`src/rtl/uart_rx_fifo.sv`:
```
// Receive-side byte FIFO behind uart_rx: captures each rx_done byte and presents it
// to the consumer as first-word-fall-through valid/ready with level and overflow flags.
module uart_rx_fifo #(
    parameter int DATA_W   = 8,
    parameter int DEPTH    = 16,
    parameter int ADDR_W   = 4,
    parameter int AFULL_TH = 12
) (
    input  logic              clk,
    input  logic              rst_n,
    input  logic [DATA_W-1:0] rx_data_i,
    input  logic              rx_done_i,
    output logic [DATA_W-1:0] m_data_o,
    output logic              m_valid_o,
    input  logic              m_ready_i,
    output logic [ADDR_W:0]   count_o,
    output logic              full_o,
    output logic              empty_o,
    output logic              afull_o,
    output logic              ovf_o,
    input  logic              ovf_clr_i
);

    localparam logic [ADDR_W:0] DEPTH_C = DEPTH[ADDR_W:0];
    localparam logic [ADDR_W:0] AFULL_C = AFULL_TH[ADDR_W:0];

    logic [DATA_W-1:0] mem [DEPTH];
    logic [ADDR_W-1:0] wr_ptr;
    logic [ADDR_W-1:0] rd_ptr;
    logic [ADDR_W:0]   count;
    logic              ovf;
    logic              push;
    logic              pop;
    logic              drop;

    // A pop frees a slot in the same cycle, so a full FIFO can still accept a push.
    assign pop  = m_valid_o & m_ready_i;
    assign push = rx_done_i & (~full_o | pop);
    assign drop = rx_done_i & full_o & ~pop;

    assign count_o   = count;
    assign m_valid_o = (count != '0);
    assign empty_o   = (count == '0);
    assign full_o    = (count == DEPTH_C);
    assign afull_o   = (count >= AFULL_C);
    assign ovf_o     = ovf;
    assign m_data_o  = m_valid_o ? mem[rd_ptr] : '0;

    always_ff @(posedge clk) begin
        if (push) begin
            mem[wr_ptr] <= rx_data_i;
        end
    end

    always_ff @(posedge clk or negedge rst_n) begin
        if (!rst_n) begin
            wr_ptr <= '0;
            rd_ptr <= '0;
            count  <= '0;
        end else begin
            if (push) begin
                wr_ptr <= wr_ptr + 1'b1;
            end
            if (pop) begin
                rd_ptr <= rd_ptr + 1'b1;
            end
            case ({push, pop})
                2'b10:   count <= count + 1'b1;
                2'b01:   count <= count - 1'b1;
                default: count <= count;
            endcase
        end
    end

    // A fresh drop takes priority over a same-cycle clear so no loss goes unreported.
    always_ff @(posedge clk or negedge rst_n) begin
        if (!rst_n) begin
            ovf <= 1'b0;
        end else if (drop) begin
            ovf <= 1'b1;
        end else if (ovf_clr_i) begin
            ovf <= 1'b0;
        end
    end

endmodule
```
`config.mk`:
```
export PLATFORM = sky130hd
export DESIGN_NAME = uart_rx_fifo
export DESIGN_NICKNAME = d
export VERILOG_FILES = /design/src/rtl/uart_rx_fifo.sv
export SDC_FILE = /design/constraint.sdc
export NUM_CORES = 1
export LEC_CHECK = 0
export BUFFER_PORTS_ARGS = -buffer_cell sky130_fd_sc_hd__buf_2
export CORE_MARGIN = 2
export CORE_UTILIZATION = 54
export DETAILED_ROUTE_END_ITERATION = 8
export PLACE_DENSITY_LB_ADDON = 0.25
export SYNTH_ARGS = -nofsm -noshare
export SYNTH_HDL_FRONTEND = slang
export SYNTH_SLANG_ARGS = --single-unit
export TNS_END_PERCENT = 30
```
`constraint.sdc`:
```
create_clock -name clk -period 2.8 [get_ports clk]
set_clock_uncertainty 0.05 [all_clocks]
set_input_delay 0.14 -clock clk [delete_from_list [all_inputs] [get_ports clk]]
set_output_delay 0.14 -clock clk [all_outputs]
set_load 0.01 [all_outputs]
```
# Word-level counts from Yosys, hierarchy flattened
# Memories as Yosys holds them, arrays and structs flattened.
# Cells that the tools add are included.
word_totals:
  inputBits: 13
  mem_bits_rw: 128
  register_bits: 14
  mem_count: 1
op_classes:
  n_bitwise: 7
  n_reduce_logical: 4
  n_lt_le_gt_ge: 1
  n_eq_ne: 3
  add_sub_neg: 4
  mux: 6
mem_list:
  columns: ["name", "depth", "width", "read_ports", "rd_ports_with_merged_regs", "write_ports", "line_no", "text"]
  rows:
  - ["mem", 16, 8, 1, 0, 1, "27", "logic [DATA_W-1:0] mem [DEPTH];"]
ops:
  columns: ["op", "n"]
  rows:
  - ["case mux 5 bit (2 select lines)", 1]
  - ["adder 4 x 1 -> 4 bit, second input constant", 2]
  - ["2-to-1 mux 8 bit", 1]
  - ["adder 5 x 1 -> 5 bit, second input constant", 1]
  - ["== test 5 bit, second input constant", 1]
  - [">= comparator 5 x 4 -> 1 bit, second input constant", 1]
  - ["logical NOT 5 bit", 1]
  - ["nonzero test 5 bit", 1]
  - ["subtractor 5 x 1 -> 5 bit, second input constant", 1]
  - ["bitwise AND 1 bit", 4]
  - ["2-to-1 mux 1 bit", 4]
  - ["nonzero test 2 bit", 2]
  - ["== test 2 x 1 -> 1 bit, second input constant", 1]
  - ["== test 2 bit, second input constant", 1]
  - ["NOT 1 bit", 2]
  - ["bitwise OR 1 bit", 1]

# Longest topological paths before layout
logic_depth:
  word_depth: 6
  ltp_mapped: 12
  ltp_nobuf: 10

# Least setup slack after synthesis
# Ideal clock, no wire load.
synth_path:
  path_kind: "register -> register"
  from: "reg count[2] (netlist: count_o[2])"
  to: "reg count[4] (netlist: count_o[4])"
  t_arrival_ns: 2.569
  t_required_ns: 2.626
  stages_incl_launch_ff: 13
  path_slack_ns: 0.057
  period_less_slack_ns: 2.743
  path_cell_list: "dfrtp_1 -> buf_6 -> or4_4 -> o21a_4 -> inv_6 -> ha_1 -> clkbuf_1 -> xor2_1 -> ha_1 -> and3b_1 -> o21ai_0 -> a21oi_1 -> xnor2_1"
synth_via:
  elab_chain_cells: 6
synth_lines:
  columns: ["element", "line_no", "text"]
  rows:
  - ["start, declared", "30", "logic [ADDR_W:0] count;"]
  - ["start signal, assigned", "68", "2'b10: count <= count + 1'b1;"]
  - ["start signal, assigned", "69", "2'b01: count <= count - 1'b1;"]
  - ["start signal, assigned", "70", "default: count <= count;"]
  - ["nonzero test 5 bit / == test 5 bit (equally long branches)", "42, 44", null]
  - ["bitwise AND 1 bit / NOT 1 bit (equally long branches)", "37, 38", null]
  - ["bitwise OR 1 bit", "38", "assign push = rx_done_i & (~full_o | pop);"]
  - ["bitwise AND 1 bit", "38", null]
  - ["== test 2 x 1 -> 1 bit / == test 2 bit (equally long branches)", "67", "case ({push, pop})"]
  - ["case mux 5 bit (2 select lines) / nonzero test 2 bit (equally long branches)", null, null]
# Several ways; a longest one is shown, not always the timed one.
# A chain may end at the register's enable or synchronous reset.

# Worst setup path in the final report
layout_path:
  from: "reg rd_ptr[0]"
  to: "out m_data_o[2]"
layout_via:
  elab_chain_cells: 2
layout_lines:
  columns: ["element", "line_no", "text"]
  rows:
  - ["start, declared", "29", "logic [ADDR_W-1:0] rd_ptr;"]
  - ["start signal, assigned", "65", "rd_ptr <= rd_ptr + 1'b1;"]
  - ["memory (16 x 8 bit)", null, null]
  - ["2-to-1 mux 8 bit", "47", "assign m_data_o = m_valid_o ? mem[rd_ptr] : '0;"]
  - ["end, declared", "13", "output logic [DATA_W-1:0] m_data_o,"]
# No other way between the ends.

==> impl_metrics.py <==
metrics = {
    "cts": {
        "clk_pin_slew_worst_paths_ns": 0.06,
        "h-tree-depth": 4,
        "clockBufferDepth": 2,
        "cts_root_buffer": "clkbuf_8",
        "clock_sinks": 142,
        "numCtsBuffers": 17,
        "clock_latency_ns": 0.52,
        "cts_tree": "built",
    },
    "synthesis": {
        "synth_fa_ha_area_share_pct": 1.721,
        "syn_nets": 320,
        "synthCells": 299,
        "yosysWarnings": 0,
        "synth-xor-area-share_pct": 1.957,
        "syn_area_sq_um": 5817,
        "ys_seq_elements": 142,
        "syn_area_per_cell_sq_um": 19.45,
        "synth_mux_area_share_pct": 15.53,
        "synth_seq_area_share_pct": 72.10,
        "yosys.area_share.simple_pct": 3.958,
        "ys_types": 38,
        "synth_top_family_by_area": "multiplexers",
        "synth_compound_area_share_pct": 2.280,
    },
    "placed_design": {
        "portBuffers": 30,
        "placed_cell_area_sq_um": 6186,
        "place_congestion": 0.8336,
        "hpwlAfterDp_um": 7081,
    },
    "floorplan": {
        "boundaryPins": 31,
        "start_util_pct": 56.09,
        "die_w_um": 107.8,
        "fp-row-count": 37,
        "dieArea_sq_um": 11620,
        "core_area_sq_um": 10370,
        "die_h_um": 107.8,
    },
    "sta": {
        "fmax_ghz": 0.3851,
        "maxSlewHeadroom_pct": 36.92,
        "setup_viol": 0,
        "rsz0062_at_grt": "no",
        "min_period_over_period_pct": 92.74,
        "drv_slew": 0,
        "holdWs_ns": -0.005668,
        "hold_viol_final": 11,
        "min_period_ns": 2.597,
        "tightest_slew_ns": 0.9427,
        "tns_ns": 0,
    },
    "drt": {
        "dr_wl_met2_um": 5691,
        "drc_errors": 0,
        "drt_iter0_drc": 203,
        "wl_per_cell_um": 22.22,
        "drt-met1-wl_um": 4806,
        "met3_wirelength_um": 560,
        "avgViaCountPerCell": 5.861,
        "routed.top_layer": "met4",
        "dr.pass1.iters": 7,
        "wirelength_um": 11220,
        "antenna_left": 0,
        "route.vias.total": 2960,
    },
    "global_routing": {
        "grt_pass1_vias": 2914,
        "grt.total_usage_pct": 21.23,
        "grt_start_max_net_pins": 36,
        "grt_first_pass_wirelength_um": 17070,
        "gr-total-overflow": 0,
        "antenna_found_initial": 0,
    },
    "worst_setup_path": {
        "crit_required_ns": 2.61,
        "worstReg2RegEnd": "count_o[4]",
        "rr_worst_depth": 10,
        "crit_type": "reg2out",
        "reg2reg_slack_ns": 0.28,
        "r2r-start": "count_o[3]",
        "end_kind": "output port",
        "arrival_ns": 2.41,
        "worst_setup_path_start_kind": "flip-flop",
        "critPathMaxFanout": 11,
    },
    "flow_run": {
        "drv_cap": 0,
    },
    "finish": {
        "mostFrequentLayoutCell": "edfxtp_1",
        "fin_nets": 377,
        "final_cell_area_sq_um": 6883,
        "syn_to_final_growth_pct": 18.33,
        "fillCellCount": 705,
        "layout-drive-gt1-share_pct": 31.71,
        "final_cell_mix": "edfxtp_1, mux4_2, buf_2, mux2i_1, clkbuf_16",
        "n_antenna_cell": 0,
    },
    "pwr": {
        "irDropWorstVdd_mv": 0.6378,
        "powerDensity_nw_per_um2": 1044,
        "p_leak_nw": 2.414,
    },
    "outcome": {
        "failed_checks": "hold timing",
        "status": "finished with violations",
    },
    "worst_hold_path": {
        "hp-class": "in2async",
    },
}
logic make-up (layout without fill, tap and decap cells):
family,count (synthesis),count (layout)
AOI/OAI and AO/OA,20,20
xor gates and xnor gates,13,13
adders and majority gates,8,8
buffers and inverters,28,98
DFF,142,142
muxes,50,50
and+or+nand+nor,38,38
cell usage after synthesis, drive strengths merged:
| cell | instances | share of area [%] |
|---|---|---|
| and3b | 2 | 0.32 |
| nand2 | 7 | 0.45 |
| nand2b | 2 | 0.22 |
| dfrtp | 14 | 6.0 |
| o22ai | 8 | 0.86 |
| ha | 8 | 1.7 |
| or4 | 1 | 0.19 |
| nor3b | 2 | 0.43 |
| nand4 | 2 | 0.22 |
| o21ai | 3 | 0.26 |
| nor4 | 5 | 0.54 |
| nor4b | 1 | 0.15 |
| buf | 12 | 1.2 |
| edfxtp | 128 | 66 |
| inv | 12 | 0.86 |
| xnor2 | 7 | 1.1 |
| nand3 | 1 | 0.086 |
| a32oi | 1 | 0.15 |
| a21boi | 1 | 0.13 |
| and2 | 8 | 0.86 |
| mux2 | 2 | 0.39 |
| clkbuf | 4 | 0.34 |
| nor2 | 6 | 0.39 |
| mux2i | 16 | 2.8 |
| o21a | 1 | 0.26 |
| o31ai | 1 | 0.13 |
| a21oi | 4 | 0.34 |
| o32ai | 1 | 0.15 |
| mux4 | 32 | 12 |
| nor2b | 1 | 0.11 |
| xor2 | 6 | 0.90 |
cell type report:
cell class	instances	area, sq um	share of cell area, %
Multi-Input combinational cell	129	1505	21.87
Clock inverter	14	156.4	2.272
Sequential cell	142	4198	60.99
Clock buffer	18	417.9	6.072
Inverter	12	50.05	0.7271
Tap cell	136	170.2	2.472
Timing Repair Buffer	54	385.4	5.599
layer usage:
metal | global-route usage [%] | vias up
li1 | - | 1315
met1 | 29.57 | 1537
met2 | 33.06 | 94
met3 | 4.903 | 14
met4 | 8.059 | 0
met5 | 0 | -
worst max-delay path by stage:
stage,endpoint,start,slack [ns]
floorplan,count_o[4],count_o[2],0.06
global placement,count_o[4],count_o[3],0.34
detailed placement,count_o[4],count_o[0],0.29
CTS,m_data_o[2],rd_ptr[0],0.07
global route,m_data_o[2],rd_ptr[0],0.03
finish,m_data_o[2],rd_ptr[0],0.20
through the flow:
| step | std cells | util (%) | power [mW] | setup slack [ns] |
|---|---|---|---|---|
| floorplan | 299 | - | 4.343 | 0.05707 |
| global placement | 461 | 59.65 | 5.030 | 0.3443 |
| detailed placement | 461 | 59.65 | 5.084 | 0.2909 |
| CTS | 505 | 66.35 | 7.272 | 0.06922 |
| global route | 505 | 66.37 | 7.533 | 0.02977 |
| finish | 505 | 66.37 | 7.189 | 0.2032 |
power breakdown:
part / switching (mW) / internal [mW] / leakage [nW]
combinational: 1.12 / 1.05 / 0.816
clock: 0.888 / 1.28 / 0.277
sequential: 0.241 / 2.61 / 1.32
registers in the layout, summed over array words and instances, names as in the netlist:
name / count
wr_ptr: 4
count_o: 5
ovf_o: 1
rd_ptr: 4
mem: 128
worst max-delay path: stages (launching register included):
cell and delay (ns):
dfrtp_4 0.57, buf_4 0.23, mux4_2 0.50, mux2i_1 0.26
o22ai_1 0.16, buf_2 0.17
timing repair:
| item | in CTS | in global routing |
|---|---|---|
| buffers inserted | 0 | 0 |
| gates resized for setup | 0 | 1 |
| endpoints found under the setup margin | 0 | 1 |
| hold endpoints to repair | 145 | 0 |
| hold buffers | 12 | 0 |
No activity file was read; power rests on OpenSTA's default activity.
